$ cat src/rtl/rr_arb_pkg.sv
// Shared helpers for round-robin arbiters: index-width sizing and one-hot decode.
package rr_arb_pkg;

    localparam int unsigned MAX_PORTS = 32;

    // Index width never collapses to zero, even for degenerate port counts.
    function automatic int unsigned clog2_min1(input int unsigned n);
        return (n < 2) ? 32'd1 : 32'($clog2(n));
    endfunction

    function automatic logic [MAX_PORTS-1:0] onehot(input int unsigned idx,
                                                    input int unsigned ports);
        logic [MAX_PORTS-1:0] result;
        result = '0;
        if (idx < ports) begin
            result = MAX_PORTS'(1) << idx;
        end
        return result;
    endfunction

endpackage

$ cat src/rtl/rr_priority_picker.sv
// Rotating priority encoder: first set request at or after i_start, wrapping modulo PORTS.
module rr_priority_picker
    import rr_arb_pkg::*;
#(
    parameter int unsigned PORTS = 4,
    parameter int unsigned IDX_W = clog2_min1(PORTS)
) (
    input  logic [PORTS-1:0] i_req,
    input  logic [IDX_W-1:0] i_start,
    output logic             o_found,
    output logic [IDX_W-1:0] o_idx
);

    logic [IDX_W:0]   sum;
    logic [IDX_W-1:0] cand;

    // Explicit wrap keeps non-power-of-two port counts in range.
    always_comb begin
        o_found = 1'b0;
        o_idx   = '0;
        sum     = '0;
        cand    = '0;
        for (int k = 0; k < int'(PORTS); k++) begin
            sum = {1'b0, i_start} + (IDX_W+1)'(k);
            if (sum >= (IDX_W+1)'(PORTS)) begin
                sum = sum - (IDX_W+1)'(PORTS);
            end
            cand = sum[IDX_W-1:0];
            if (!o_found && i_req[cand]) begin
                o_found = 1'b1;
                o_idx   = cand;
            end
        end
    end

endmodule

$ cat src/rtl/weighted_rr_arbiter.sv
// Weighted round-robin arbiter: hold-until-release ownership, pre-empted after
// weight[i] cycles when others wait; zero-cycle or registered grant timing.
module weighted_rr_arbiter
    import rr_arb_pkg::*;
#(
    parameter int unsigned PORTS      = 4,
    parameter int unsigned WEIGHT_W   = 4,
    parameter int unsigned ZERO_CYCLE = 1
) (
    input  logic                         i_clk,
    input  logic                         i_rst,
    input  logic [PORTS-1:0]             i_req_vec,
    input  logic [PORTS*WEIGHT_W-1:0]    i_weight,
    output logic [PORTS-1:0]             o_grant_vec,
    output logic [clog2_min1(PORTS)-1:0] o_grant_idx,
    output logic                         o_grant_valid
);

    localparam int unsigned IDX_W = clog2_min1(PORTS);

    logic [IDX_W-1:0]    owner_idx_q, owner_idx_d;
    logic                owner_valid_q, owner_valid_d;
    logic [WEIGHT_W-1:0] hold_cnt_q, hold_cnt_d;
    logic [IDX_W-1:0]    ptr_q, ptr_d;

    logic [WEIGHT_W-1:0] owner_w;
    logic [WEIGHT_W-1:0] w_eff;
    logic [PORTS-1:0]    owner_mask;
    logic                others;
    logic                owner_req;
    logic                keep;
    logic                pick_found;
    logic [IDX_W-1:0]    pick_idx;

    logic                sel_valid;
    logic [IDX_W-1:0]    sel_idx;

    rr_priority_picker #(
        .PORTS (PORTS),
        .IDX_W (IDX_W)
    ) u_picker (
        .i_req   (i_req_vec),
        .i_start (ptr_q),
        .o_found (pick_found),
        .o_idx   (pick_idx)
    );

    // Owner's quantum, with zero treated as one.
    always_comb begin
        owner_w = '0;
        for (int i = 0; i < int'(PORTS); i++) begin
            if (owner_idx_q == IDX_W'(i)) begin
                owner_w = i_weight[i*int'(WEIGHT_W) +: WEIGHT_W];
            end
        end
        w_eff = (owner_w == '0) ? WEIGHT_W'(1) : owner_w;
    end

    always_comb begin
        owner_mask = owner_valid_q ? PORTS'(onehot(32'(owner_idx_q), PORTS)) : '0;
        others     = |(i_req_vec & ~owner_mask);
        owner_req  = |(i_req_vec & owner_mask);
        keep       = owner_valid_q && owner_req && !((hold_cnt_q >= w_eff) && others);
    end

    // Next-owner decision: keep, new grant (rotating scan), or idle.
    always_comb begin
        owner_idx_d   = owner_idx_q;
        owner_valid_d = owner_valid_q;
        hold_cnt_d    = hold_cnt_q;
        ptr_d         = ptr_q;
        if (keep) begin
            hold_cnt_d = (hold_cnt_q == '1) ? hold_cnt_q : hold_cnt_q + WEIGHT_W'(1);
        end else if (pick_found) begin
            owner_idx_d   = pick_idx;
            owner_valid_d = 1'b1;
            hold_cnt_d    = WEIGHT_W'(1);
            ptr_d         = (pick_idx == IDX_W'(PORTS - 1)) ? '0 : pick_idx + IDX_W'(1);
        end else begin
            owner_idx_d   = '0;
            owner_valid_d = 1'b0;
            hold_cnt_d    = '0;
        end
    end

    always_ff @(posedge i_clk or posedge i_rst) begin
        if (i_rst) begin
            owner_idx_q   <= '0;
            owner_valid_q <= 1'b0;
            hold_cnt_q    <= '0;
            ptr_q         <= '0;
        end else begin
            owner_idx_q   <= owner_idx_d;
            owner_valid_q <= owner_valid_d;
            hold_cnt_q    <= hold_cnt_d;
            ptr_q         <= ptr_d;
        end
    end

    // Reset gates the outputs directly so the zero-cycle path is also forced low.
    always_comb begin
        if (ZERO_CYCLE != 0) begin
            sel_valid = owner_valid_d;
            sel_idx   = owner_idx_d;
        end else begin
            sel_valid = owner_valid_q;
            sel_idx   = owner_idx_q;
        end
        sel_valid     = sel_valid && !i_rst;
        o_grant_valid = sel_valid;
        o_grant_idx   = sel_valid ? sel_idx : '0;
        o_grant_vec   = sel_valid ? PORTS'(onehot(32'(sel_idx), PORTS)) : '0;
    end

endmodule

$ cat config.mk
export PLATFORM = sky130hd
export DESIGN_NAME = weighted_rr_arbiter
export DESIGN_NICKNAME = d
export VERILOG_FILES = /design/src/rtl/rr_arb_pkg.sv /design/src/rtl/rr_priority_picker.sv /design/src/rtl/weighted_rr_arbiter.sv
export SDC_FILE = /design/constraint.sdc
export NUM_CORES = 1
export LEC_CHECK = 0
export BUFFER_PORTS_ARGS = -buffer_cell sky130_fd_sc_hd__buf_2
export CAP_MARGIN = 10
export CORE_MARGIN = 2
export CORE_UTILIZATION = 48
export CTS_BUF_LIST = sky130_fd_sc_hd__clkbuf_4
export CTS_CLUSTER_DIAMETER = 50
export DETAILED_ROUTE_END_ITERATION = 10
export PLACE_DENSITY = 0.84
export REMOVE_ABC_BUFFERS = 1
export SLEW_MARGIN = 0
export SYNTH_ARGS = -nofsm -noshare
export SYNTH_HDL_FRONTEND = slang
export SYNTH_SLANG_ARGS = --single-unit
$ cat constraint.sdc
create_clock -name i_clk -period 2.7 [get_ports i_clk]
set_input_delay 0.54 -clock i_clk [delete_from_list [all_inputs] [get_ports i_clk]]
set_output_delay 0.54 -clock i_clk [all_outputs]
set_load 0.05 [all_outputs]
======== Word-level counts from Yosys, hierarchy flattened ========
Cells that the tools add are included.
storage, ports and cells
  flip-flop bits (word level) ............. 9
  bits in latches ......................... 0
  RAM bits ................................ 0
  memory bits (read-only) ................. 0
  input bits .............................. 22
  output and inout bits ................... 7
  logic and storage cells ................. 87
  memories ................................ 0
operators by class
  add/subtract/negate cells ............... 9
  multiply operators ...................... 0
  div/mod/pow operators ................... 0
  order comparisons ....................... 9
  equality and inequality tests ........... 6
  shift operators ......................... 2
  muxes and demuxes ....................... 36
  bitwise gates (word level) .............. 4
  reduce and logical (&&, ||, !) cells .... 17
operators with widths
  operator                                                                      number
  4-bit 2-to-1 mux                                                              9
  2-bit 2-to-1 mux                                                              12
  2-bit by 3-bit less-than comparator with 1-bit output, second input constant  4
  1-bit 2-to-1 mux                                                              11
  3-bit >= comparator, second input constant                                    3
  4-bit AND                                                                     2
  1-bit binary-select mux with 2-bit select                                     4
  4-bit OR reduction                                                            2
  1-bit by 2-bit left shift with 4-bit output, first input constant             2
  2-bit by 1-bit subtractor with 2-bit output, second input constant            4
  1-bit logical AND                                                             7
  2-bit by 2-bit adder with 3-bit output, second input constant                 2
  2-bit == test, second input constant                                          3
  1-bit logical NOT                                                             5
  4-bit by 1-bit adder with 4-bit output, second input constant                 1
  4-bit == test, second input constant                                          1
  4-bit >= comparator                                                           1
  4-bit logical NOT                                                             1
  4-bit NOT                                                                     1
  2-bit by 1-bit adder with 3-bit output, second input constant                 1
  2-bit by 3-bit >= comparator with 1-bit output, second input constant         1
  2-bit by 1-bit adder with 2-bit output, second input constant                 1
  2-bit by 1-bit == test with 1-bit output, second input constant               1
  2-bit logical NOT                                                             1
  3 further kinds                                                               3

======== Depth between registers and ports, before layout ========
  word-level depth ........................ 18
  depth in mapped cells ................... 11
  mapped depth without buffers ............ 9

======== Cells and area by module ========
Synthesis repeated with hierarchy kept, for this count alone.
second synthesis, totals
  cell total of the unflattened synthesis .. 102
  area total of the unflattened synthesis .. 998.5 µm²
modules (own cells, without submodules)
  module               times used  cells an instance  area each (µm²)  sequential area each (µm²)
  weighted_rr_arbiter  1           87                 920.9            225.2
  rr_priority_picker   1           15                 77.6             0.0

======== Worst setup path before layout ========
Ideal clock, no wire load.
  kind .................................... flip-flop to output port
  start ................................... register owner_idx_q[0]
  end ..................................... output o_grant_idx[0]
  arrival time ............................ 3075 ps
  required time ........................... 2160 ps
  path slack .............................. -915 ps
  cell stages (with the launch flop) ...... 10
  buffers on the path ..................... 2
  path through ............................ dfrtp_1 -> buf_2 -> mux4_2 -> a31o_2 -> ha_1 -> o21ai_0 -> o2bb2ai_1 -> o21ba_1 -> buf_6 -> mux2i_1
between the ends
  cells in the longest elaborated chain, start to end .. 14
  elaborated cells on any way between the ends .. 26
  those cells by class .................... order compare: 1; eq/ne: 3; shift: 1; mux: 9; bitwise: 3; reduce/logical: 9
ends and longest elaborated chain
  what                            RTL line                    text
  start, declared                 weighted_rr_arbiter.sv:21   logic [IDX_W-1:0] owner_idx_q, owner_idx_d;
  start signal, assigned          weighted_rr_arbiter.sv:93   owner_idx_q <= owner_idx_d;
  2-bit logical NOT               weighted_rr_arbiter.sv:52   if (owner_idx_q == IDX_W'(i)) begin
  4-bit 2-to-1 mux (4 in series)  weighted_rr_arbiter.sv:52
  4-bit logical NOT               weighted_rr_arbiter.sv:56   w_eff = (owner_w == '0) ? WEIGHT_W'(1) : owner_w;
  4-bit 2-to-1 mux                weighted_rr_arbiter.sv:56
  4-bit >= comparator             weighted_rr_arbiter.sv:63   keep = owner_valid_q && owner_req && !((hold_cnt_q >= w_eff) && others);
  1-bit logical AND               weighted_rr_arbiter.sv:63
  1-bit logical NOT               weighted_rr_arbiter.sv:63
  1-bit logical AND               weighted_rr_arbiter.sv:63
  1-bit 2-to-1 mux                weighted_rr_arbiter.sv:72   if (keep) begin
  1-bit logical AND               weighted_rr_arbiter.sv:109  sel_valid = sel_valid && !i_rst;
  2-bit 2-to-1 mux (*)            weighted_rr_arbiter.sv:111  o_grant_idx = sel_valid ? sel_idx : '0;
  end, declared                   weighted_rr_arbiter.sv:15   output logic [clog2_min1(PORTS)-1:0] o_grant_idx,
Every way passes the cells marked *; elsewhere a longest branch is shown, timed or not.

======== Worst setup path after layout ========
  start ................................... register owner_idx_q[0]
  end ..................................... output o_grant_vec[3]
between the ends
  cells in the longest elaborated chain, start to end .. 14
  elaborated cells on any way between the ends .. 27
  those cells by class .................... order compare: 1; eq/ne: 3; shift: 2; mux: 9; bitwise: 3; reduce/logical: 9
ends and longest elaborated chain
  what                                                                                     RTL line                                      text
  2-bit logical NOT                                                                        weighted_rr_arbiter.sv:52
  4-bit 2-to-1 mux (4 in series)                                                           weighted_rr_arbiter.sv:52
  4-bit logical NOT                                                                        weighted_rr_arbiter.sv:56
  4-bit 2-to-1 mux                                                                         weighted_rr_arbiter.sv:56
  4-bit >= comparator                                                                      weighted_rr_arbiter.sv:63
  1-bit logical AND                                                                        weighted_rr_arbiter.sv:63
  1-bit logical NOT                                                                        weighted_rr_arbiter.sv:63
  1-bit logical AND                                                                        weighted_rr_arbiter.sv:63
  2-bit 2-to-1 mux / 1-bit 2-to-1 mux (equally long branches)                              weighted_rr_arbiter.sv:72
  1-bit by 2-bit left shift with 4-bit output / 1-bit logical AND (equally long branches)  rr_arb_pkg.sv:16, weighted_rr_arbiter.sv:109
  4-bit 2-to-1 mux (*)                                                                     weighted_rr_arbiter.sv:112                    o_grant_vec = sel_valid ? PORTS'(onehot(32'(sel_idx), PORTS)) : '0;
  end, declared                                                                            weighted_rr_arbiter.sv:14                     output logic [PORTS-1:0] o_grant_vec,
Marks and branches as above.

==> results.sh <==
export IMPL_holdCritPathClass="in2async"
export IMPL_synth_edff_count=0
export IMPL_cts_sinks=9
export IMPL_final_max_slew_viol_count=0
export IMPL_fin_setup_tns_ns=-2.63
export IMPL_numCtsBuffers=3
export IMPL_gp_congestion=0.788
export IMPL_drv_cap=0
export IMPL_rsz0062_at_grt="yes"
export IMPL_post_dp_hpwl_microns=1970
export IMPL_period_share_pct=117
export IMPL_grt_pass1_wl_microns=4020
export IMPL_core_area_sq_um=1940
export IMPL_tightest_slew_ns=0.684
export IMPL_synthToLayoutAreaGrowth_pct=33.3
export IMPL_clk_path_buf_depth=2
export IMPL_antennaDiodeCount=0
export IMPL_cellPowerDensity_nw_per_um2=1270
export IMPL_die_w_microns=49.0
export IMPL_startpoint_type="flop"
export IMPL_die_area_sq_um=2400
export IMPL_setup_violations=6
export IMPL_power_uw=1640
export IMPL_synth_top_area_share_pct=23.1
export IMPL_grt_pass1_vias=941
export IMPL_leakage_uw=0.000613
export IMPL_die_h_microns=49.0
export IMPL_drt_pass1_iterations=4
export IMPL_pin_count=29
export IMPL_cp_arrival_ns=2.62
export IMPL_ys_top_cells_by_area="dfrtp_1 23%, mux4_2 12%, mux2i_1 9.3%, ha_1 6.4%, buf_6 4.6%"
export IMPL_wl_per_cell_microns=15.1
export IMPL_synthFlopType="dfrtp_1"
export IMPL_whs_ns=0.249
export IMPL_synth_seq_area_share_pct=23.1
export IMPL_relSlewSlack_pct=54.3
export IMPL_hold_buffers=0
export IMPL_route_detailed_drc=0
export IMPL_fin_crit_ns=3.16
export IMPL_drt_iter0_drc=19
export IMPL_num_nets_final=170
export IMPL_status="finished, violations left"
export IMPL_syn_area_per_cell_sq_um=9.18
export IMPL_hold_viol_final=0
export IMPL_vias=968
export IMPL_fin_worst_skew_ns=0.00460
export IMPL_clock_latency_ns=0.26
export IMPL_ir_drop_mv=0.759
export IMPL_cts_tree="yes"
export IMPL_antenna_found_initial=0
export IMPL_cp_required_ns=2.16
export IMPL_ys_ff_latch=9
export IMPL_track_usage_pct=21.8
export IMPL_ant_nets=0
export IMPL_netlist_top_cells_count="10 x inv_1, 10 x nand2_1, 9 x dfrtp_1, 9 x mux2i_1"
export IMPL_critPathMaxFanout=7
export IMPL_grt_max_degree=13
export IMPL_io_buffers=28
export IMPL_yosysTopAreaCell="dfrtp_1"
export IMPL_synth_warnings=0
export IMPL_critical_path_class="reg2out"
export IMPL_synth_area_sq_um=973
export IMPL_ctsRootBufferMaster="clkbuf_4"
export IMPL_overflow=0
export IMPL_wirelength_microns=2550
export IMPL_initial_core_util_pct=50.1
export IMPL_max_clock_freq_mhz=317
export IMPL_async_reset_ff_share_pct=100
export IMPL_cp_end_kind="output port"
export IMPL_fin_ws_ns=-0.456
export IMPL_rows=16
export IMPL_violations="setup timing"
export IMPL_via_per_inst=5.73
export IMPL_synth_cell_types=36
export IMPL_synthCells=106
export IMPL_clk_pin_slew_ns=0.06
export IMPL_cts_max_level=1
export IMPL_final_layout_size_suffix_gt1_share_pct=43.7
[layout by cell type, fill, tap and decap left out, types with 2 or more instances in the layout]
cell	n
a21o_1	2
a21oi_1	5
buf_2	22
buf_4	16
clkbuf_4	4
dfrtp_1	8
ha_1	3
ha_4	2
inv_1	7
inv_2	3
mux2_1	2
mux2i_1	9
mux4_2	5
nand2_1	10
nand3_1	5
nand3b_1	5
nor2_1	5
nor3_1	3
nor3b_1	2
o21ai_0	2
[repair_timing]
action,CTS,global route
buffers inserted,0,0
endpoints found under the setup margin,6,6
resized for setup,16,6
pin swaps,4,2
[stage by stage]
stage / instance area [sq um] / util, % / cells / worst slack (ns)
after floorplan: 916 / - / 99 / -1.04
after global placement: 1190 / 61.4 / 166 / -0.500
after detailed placement: 1190 / 61.4 / 166 / -0.603
after CTS: 1260 / 65.1 / 169 / -0.501
after global routing: 1300 / 66.8 / 169 / -0.597
final: 1300 / 66.8 / 169 / -0.456
[final timing paths]
kind	start	to	slack, ns	depth (start not counted)
max reg2reg	owner_idx_q[0]	owner_idx_q[1]	0.18	8
min in group i_clk	i_req_vec[3]	owner_valid_q	0.62	3
min reg2reg	hold_cnt_q[1]	hold_cnt_q[1]	0.64	2
min	i_rst	owner_valid_q	0.25	2
max	owner_idx_q[0]	o_grant_vec[3]	-0.46	9
max in group asynchronous	i_rst	owner_idx_q[0]	2.18	2
[cell families after synthesis]
logic type / Yosys count / synth area share, %
and+or+nand+nor: 34 / 18.1
DFF: 9 / 23.1
buffers and inverters: 17 / 9.77
muxes: 16 / 23.1
xor gates and xnor gates: 1 / 0.900
AOI/OAI and AO/OA: 24 / 18.5
adders and majority gates: 5 / 6.43
[worst max-delay path, cell delays in order, from the launching register on]
cell	delay, ns
dfrtp_2	0.44
mux4_2	0.52
inv_1	0.10
buf_4	0.11
ha_1	0.22
o21a_1	0.15
o2bb2ai_4	0.15
o21ba_4	0.22
mux2i_1	0.22
buf_4	0.22
[flip-flops by register name, summed over array words and instances (netlist names)]
register and flops:
hold_cnt_q 4, owner_idx_q 2, owner_valid_q 1, ptr_q 2
[layer usage]
metal	vias up	share of wire, %	GRT usage (%)
met5	-	0	0
met3	2	2.6	1.23
met2	24	58	45.0
met4	0	0.98	8.10
li1	466	-	-
met1	476	39	22.4
[power breakdown]
group	switching [uW]	leakage (uW)	internal (uW)
Sequential	94.3	0.000107	193
Combinational	637	0.000487	609
Clock	44.3	0.0000184	66.8
Total	775	0.000613	869
[final cells by class]
cell class / instances / area, sq um
inverter: 10 / 37.5
tap: 27 / 33.8
clock buffer: 4 / 30.0
sequential: 9 / 226
multi-input combinational: 80 / 728
timing repair buffer: 39 / 241
fill: 179 / 644
Power figures use the tool's default switching activity.
